==> config.mk <==
export PLATFORM = sky130hd
export DESIGN_NAME = duck_round_ctl
export DESIGN_NICKNAME = d
export VERILOG_FILES = /design/src/rtl/duck_pkg.sv /design/src/rtl/rise_detect.sv /design/src/rtl/duck_round_ctl.sv
export SDC_FILE = /design/constraint.sdc
export NUM_CORES = 1
export LEC_CHECK = 0
export ABC_AREA = 1
export BUFFER_PORTS_ARGS = -buffer_cell sky130_fd_sc_hd__buf_2
export CAP_MARGIN = 20
export CORE_MARGIN = 4
export CORE_UTILIZATION = 25
export DETAILED_ROUTE_END_ITERATION = 16
export SYNTH_ARGS = -nofsm -noshare
export SYNTH_HDL_FRONTEND = slang
export SYNTH_SLANG_ARGS = --single-unit
==> constraint.sdc <==
create_clock -name pclk -period 2.16 [get_ports pclk]
set_input_delay 0.108 -clock pclk [delete_from_list [all_inputs] [get_ports pclk]]
set_output_delay 0.108 -clock pclk [all_outputs]
set_load 0.02 [all_outputs]
==> src/rtl/duck_pkg.sv <==
// Shared state encoding and width constants for the duck-shooting round sequencer.
package duck_pkg;

    localparam logic [2:0] ST_IDLE      = 3'd0;
    localparam logic [2:0] ST_ARMED     = 3'd1;
    localparam logic [2:0] ST_EVAL      = 3'd2;
    localparam logic [2:0] ST_HIT       = 3'd3;
    localparam logic [2:0] ST_MISS      = 3'd4;
    localparam logic [2:0] ST_GAME_OVER = 3'd5;

    typedef enum logic [2:0] {
        S_IDLE      = ST_IDLE,
        S_ARMED     = ST_ARMED,
        S_EVAL      = ST_EVAL,
        S_HIT       = ST_HIT,
        S_MISS      = ST_MISS,
        S_GAME_OVER = ST_GAME_OVER
    } state_t;

    localparam int SCORE_W = 8;
    localparam int ROUND_W = 4;
    localparam int SHOT_W  = 2;

endpackage

==> src/rtl/rise_detect.sv <==
// Rising-edge detector: registers the previous level and flags a 0->1 transition.
module rise_detect (
    input  logic clk,
    input  logic rst,
    input  logic level,
    output logic rise
);

    logic prev;

    always_ff @(posedge clk) begin
        if (rst) prev <= 1'b0;
        else     prev <= level;
    end

    assign rise = level & ~prev;

endmodule

==> src/rtl/duck_round_ctl.sv <==
// Duck-shooting game-round sequencer: shots, hits, misses, rounds and score.
// Optional per-round timeout enabled by defining DUCK_ROUND_TIMEOUT_EN.
module duck_round_ctl
    import duck_pkg::*;
#(
    parameter int SHOTS          = 3,
    parameter int ROUNDS         = 10,
    parameter int EVAL_FRAMES    = 2,
    parameter int HOLD_FRAMES    = 30,
    parameter int TIMEOUT_FRAMES = 300
) (
    input  logic               pclk,
    input  logic               rst,
    input  logic               start,
    input  logic               frame_tick,
    input  logic               mouse_left,
    input  logic               rect_clicked,
    output logic [2:0]         state,
    output logic [SHOT_W-1:0]  shots_left,
    output logic [ROUND_W-1:0] round_num,
    output logic [SCORE_W-1:0] score,
    output logic [3:0]         miss_cnt,
    output logic               hit_flash,
    output logic               duck_respawn,
    output logic               game_over
);

    localparam logic [SHOT_W-1:0]  SHOTS_L  = SHOT_W'(SHOTS);
    localparam logic [ROUND_W-1:0] ROUNDS_L = ROUND_W'(ROUNDS);
    localparam logic [5:0]         EVAL_L   = 6'(EVAL_FRAMES);
    localparam logic [5:0]         HOLD_L   = 6'(HOLD_FRAMES);

    function automatic logic [SCORE_W-1:0] sat_inc_score(input logic [SCORE_W-1:0] v);
        return (&v) ? v : v + SCORE_W'(1);
    endfunction

    function automatic logic [3:0] sat_inc_miss(input logic [3:0] v);
        return (&v) ? v : v + 4'd1;
    endfunction

    state_t             st, st_nxt;
    logic [SHOT_W-1:0]  shots_nxt;
    logic [ROUND_W-1:0] round_nxt;
    logic [SCORE_W-1:0] score_nxt;
    logic [3:0]         miss_nxt;
    logic               respawn_nxt;
    logic [5:0]         fcnt, fcnt_inc, fcnt_nxt;
    logic               shot;
    logic               timed_out;

    rise_detect u_shot_edge (
        .clk   (pclk),
        .rst   (rst),
        .level (mouse_left),
        .rise  (shot)
    );

    assign fcnt_inc = frame_tick ? fcnt + 6'd1 : fcnt;

`ifdef DUCK_ROUND_TIMEOUT_EN
    localparam logic [9:0] TO_L = 10'(TIMEOUT_FRAMES);
    logic [9:0] rcnt, rcnt_tick;

    // Round counter saturates at the limit so a timeout seen during EVAL stays pending.
    always_comb begin
        rcnt_tick = rcnt;
        if (frame_tick && (st == S_ARMED || st == S_EVAL) && rcnt != TO_L)
            rcnt_tick = rcnt + 10'd1;
    end
    assign timed_out = (rcnt_tick == TO_L);
`else
    localparam int unused_timeout = TIMEOUT_FRAMES;
    assign timed_out = 1'b0;
`endif

    always_comb begin
        st_nxt      = st;
        shots_nxt   = shots_left;
        round_nxt   = round_num;
        score_nxt   = score;
        miss_nxt    = miss_cnt;
        fcnt_nxt    = fcnt_inc;
        respawn_nxt = 1'b0;
        case (st)
            S_IDLE, S_GAME_OVER: begin
                if (start) begin
                    st_nxt      = S_ARMED;
                    shots_nxt   = SHOTS_L;
                    round_nxt   = ROUND_W'(1);
                    score_nxt   = '0;
                    miss_nxt    = '0;
                    respawn_nxt = 1'b1;
                end
            end
            S_ARMED: begin
                if (shot) begin
                    st_nxt    = S_EVAL;
                    shots_nxt = shots_left - SHOT_W'(1);
                    fcnt_nxt  = '0;
                end else if (timed_out) begin
                    st_nxt    = S_MISS;
                    shots_nxt = '0;
                    miss_nxt  = sat_inc_miss(miss_cnt);
                    fcnt_nxt  = '0;
                end
            end
            S_EVAL: begin
                // A hit takes priority over the evaluation window closing.
                if (rect_clicked) begin
                    st_nxt    = S_HIT;
                    score_nxt = sat_inc_score(score);
                    fcnt_nxt  = '0;
                end else if (frame_tick && fcnt_inc == EVAL_L) begin
                    if (shots_left == '0 || timed_out) begin
                        st_nxt    = S_MISS;
                        shots_nxt = '0;
                        miss_nxt  = sat_inc_miss(miss_cnt);
                        fcnt_nxt  = '0;
                    end else begin
                        st_nxt = S_ARMED;
                    end
                end
            end
            S_HIT, S_MISS: begin
                if (frame_tick && fcnt_inc == HOLD_L) begin
                    if (round_num == ROUNDS_L) begin
                        st_nxt = S_GAME_OVER;
                    end else begin
                        st_nxt      = S_ARMED;
                        round_nxt   = round_num + ROUND_W'(1);
                        shots_nxt   = SHOTS_L;
                        respawn_nxt = 1'b1;
                    end
                end
            end
            default: st_nxt = S_IDLE;
        endcase
    end

    always_ff @(posedge pclk) begin
        if (rst) begin
            st           <= S_IDLE;
            shots_left   <= '0;
            round_num    <= '0;
            score        <= '0;
            miss_cnt     <= '0;
            hit_flash    <= 1'b0;
            duck_respawn <= 1'b0;
            game_over    <= 1'b0;
            fcnt         <= '0;
`ifdef DUCK_ROUND_TIMEOUT_EN
            rcnt         <= '0;
`endif
        end else begin
            st           <= st_nxt;
            shots_left   <= shots_nxt;
            round_num    <= round_nxt;
            score        <= score_nxt;
            miss_cnt     <= miss_nxt;
            hit_flash    <= (st_nxt == S_HIT);
            duck_respawn <= respawn_nxt;
            game_over    <= (st_nxt == S_GAME_OVER);
            fcnt         <= fcnt_nxt;
`ifdef DUCK_ROUND_TIMEOUT_EN
            rcnt         <= respawn_nxt ? 10'd0 : rcnt_tick;
`endif
        end
    end

    assign state = st;

endmodule
==> flow_metrics.py <==
metrics = {
    "routing": {
        "drtIter0Drc": 72,
        "vias": 1745,
        "wl_per_cell_um": 10.98,
        "dr.pass1.iters": 4,
        "wirelength_um": 4360,
        "final_antenna_net_count": 0,
        "via_per_inst": 4.395,
        "drc": 0,
    },
    "synthesis": {
        "syn-instance-count": 266,
        "syn_nets": 278,
        "yosysUniqueCellTypes": 32,
        "synth.yosys.seq_area_share_pct": 34.16,
        "yosysTopAreaCellShare_pct": 34.16,
        "synth_common_cells": "nand2_1 (63), inv_1 (37), dfxtp_1 (31), nor2_1 (27), nand3_1 (22)",
        "synth_area_leaders": "dfxtp_1 (34%), nand2_1 (13%), inv_1 (7.6%), nand3_1 (6.1%), nor2_1 (5.6%)",
        "synthMostInstantiatedCell": "nand2_1",
        "ys_ff_latch": 31,
        "synth.avg_cell_area_um2": 6.830,
        "synth_warnings": 0,
        "synth_edf_count": 0,
        "yosysTopAreaCell": "dfxtp_1",
        "syn_area_um2": 1817,
        "synthArstFlopShare_pct": 0,
        "synth_flop_cell": "dfxtp_1",
    },
    "clock_network": {
        "cts_inserted_buffers": 5,
        "clk_pin_slew_ps": 60,
        "cts_tree": "built",
        "root_buffer": "clkbuf_8",
        "clock_sinks": 31,
        "insertion_delay_ps": 280,
        "htreeDepth": 2,
        "clock_path_buffers": 2,
        "holdBufCountCts": 0,
        "cts_setup_buffers": 0,
        "ctsResizeCount": 0,
    },
    "placement": {
        "hpwl_um": 3388,
        "place_congestion": 0.8648,
        "portBuffers": 29,
    },
    "setup_path": {
        "crit_path_start_kind": "flip-flop",
        "rr_startpoint": "state[1]$_SDFF_PP0_",
        "worstPathRequired_ps": 2310,
        "r2r-end": "score[1]$_SDFFE_PP0P_",
        "crit_top_cell": "inv_1",
        "critical_path.cell_chain": "inv_2 -> nor3_4 -> inv_4 -> nor2_4 -> inv_1 -> nand3_2 -> inv_1 -> nand3_1 -> a21oi_1",
        "critPathMaxStageDelay_ps": 450,
        "crit_path_end": "score[1]$_SDFFE_PP0P_",
        "rrSetupSlack_ps": 280,
        "endpoint_kind": "flip-flop",
        "worst_path_max_delay_cell": "dfxtp_1",
        "worst-setup-path-type": "flip-flop to flip-flop",
        "r2r_cells": 9,
        "startpoint": "state[1]$_SDFF_PP0_",
        "arrival_ps": 2030,
        "cp_max_fo": 11,
    },
    "die": {
        "io_pins": 30,
        "die_h_um": 93.25,
        "rows": 30,
        "start_util_pct": 26.16,
        "core_um2": 6944,
        "dieArea_um2": 8695,
        "fp.dieW_um": 93.25,
    },
    "run": {
        "maxCapViolCount": 0,
    },
    "hold_path": {
        "worstHoldStart": "mouse_left",
        "hold_path.class": "input port to flip-flop",
    },
    "sta": {
        "finClkSkew_ps": 3.172,
        "fmax_ghz": 0.5324,
        "fin_setup_tns_ps": 0,
        "slew_headroom_pct": 72.79,
        "slew_violations": 0,
        "finalHoldViolCount": 0,
        "post-route-period-util_pct": 86.95,
        "tightest_slew_ps": 406.9,
        "setup_viol": 0,
        "period_minus_slack_ps": 1878,
        "rsz0062_at_grt": "false",
    },
    "global_routing": {
        "grt_pass1_vias": 1632,
        "grt_max_degree": 19,
        "antenna_found_initial": 0,
        "grt_overflow": 0,
        "track_usage_pct": 10.55,
        "grt_pass1_wl_um": 7362,
    },
    "cells_and_area": {
        "insertedDiodeCount": 0,
        "drive_above_1_share_pct": 19.60,
        "register_area_um2": 620.6,
        "multi_input_area_um2": 1016,
        "area_growth_pct": 19.22,
        "nFillCells": 763,
        "fin_nets": 312,
    },
    "power_and_ir_drop": {
        "leakagePower_uw": 0.0009894,
        "p_total_uw": 2219,
        "pwr_density_cell_nw_per_um2": 1024,
        "peakVddDrop_mv": 0.3437,
    },
    "status": {
        "status": "completed",
    },
}
## layout make-up
class                      instances  area share, %
inverter                          39          6.875
sequential                        31          28.65
tap                               96          5.546
multi-input combinational        192          46.91
timing repair buffer              31          7.395
clock buffer                       8          4.622
## metal layers
metal  track usage, %  vias to the layer above  wire length, µm
li1                 -                      925                -
met1            14.32                      780             2256
met2            15.66                       35             1829
met3            2.574                        5              190
met4            4.762                        0               84
met5                0                        -                0
## power by group
group	leakage (µW)	total (µW)	switching [µW]	internal, µW
clock	0.0000515	497	206	291
combinational	0.000685	970	672	297
sequential	0.000252	752	93.8	658
total	0.000989	2220	973	1250
## state kept, by name, summed over array words and instances (netlist names), 2 cells and up
| register | flops |
|---|---|
| fcnt | 6 |
| miss_cnt | 4 |
| round_num | 4 |
| score | 8 |
| shots_left | 2 |
| state | 3 |
## cell usage in the layout (no fill, tap or decap), types with 3 or more instances in the layout
cell and n:
nand3_1 22, dfxtp_1 31, o21ai_1 5, nor3_1 4, inv_1 37, nor2_1 27
nor2_2 4, o21ai_0 5, nand4_1 7, ha_1 6, nand3_2 4, buf_2 29
nand2_1 63, clkbuf_8 7, nand2_2 4, or2_1 3, a21oi_1 18, xor2_1 5
## worst min path at each step
stage,end,slack [ps],depth (start not counted)
after global routing,u_shot_edge.prev$_SDFF_PP0_,70,3
final,u_shot_edge.prev$_SDFF_PP0_,40,3
after global placement,u_shot_edge.prev$_SDFF_PP0_,320,3
after CTS,u_shot_edge.prev$_SDFF_PP0_,40,3
after detailed placement,u_shot_edge.prev$_SDFF_PP0_,330,3
after floorplan,u_shot_edge.prev$_SDFF_PP0_,230,2
## worst max-delay path: cells and delay by family, from the launching register on
| kind | cells | cell delay (ps) |
|---|---|---|
| AOI/OAI and AO/OA | 1 | 60 |
| buffers and inverters | 4 | 480 |
| DFF | 1 | 450 |
| and+or+nand+nor | 4 | 770 |
## cell families after synthesis
kind of cell    count (synthesis)  share of synthesized area, %
fa+ha+maj                       6                         4.132
buf+inv                        43                         9.917
flops                          31                         34.16
simple gates                  146                         38.64
xor+xnor                        7                         3.375
compound gates                 33                         9.780
## through the flow
stage / instances / hold slack [ps] / cell area, µm² / setup slack, ps / utilization (%)
floorplan: 266 / 228.5 / 1817 / 519.4 / -
global route: 397 / 69.76 / 2166 / 106.7 / 31.19
global placement: 389 / 324.8 / 2066 / 248.7 / 29.75
finish: 397 / 43.98 / 2166 / 281.8 / 31.19
CTS: 397 / 36.76 / 2166 / 257.8 / 31.19
detailed placement: 389 / 327.0 / 2066 / 265.5 / 29.75
No activity file was read; power rests on OpenSTA's default activity.
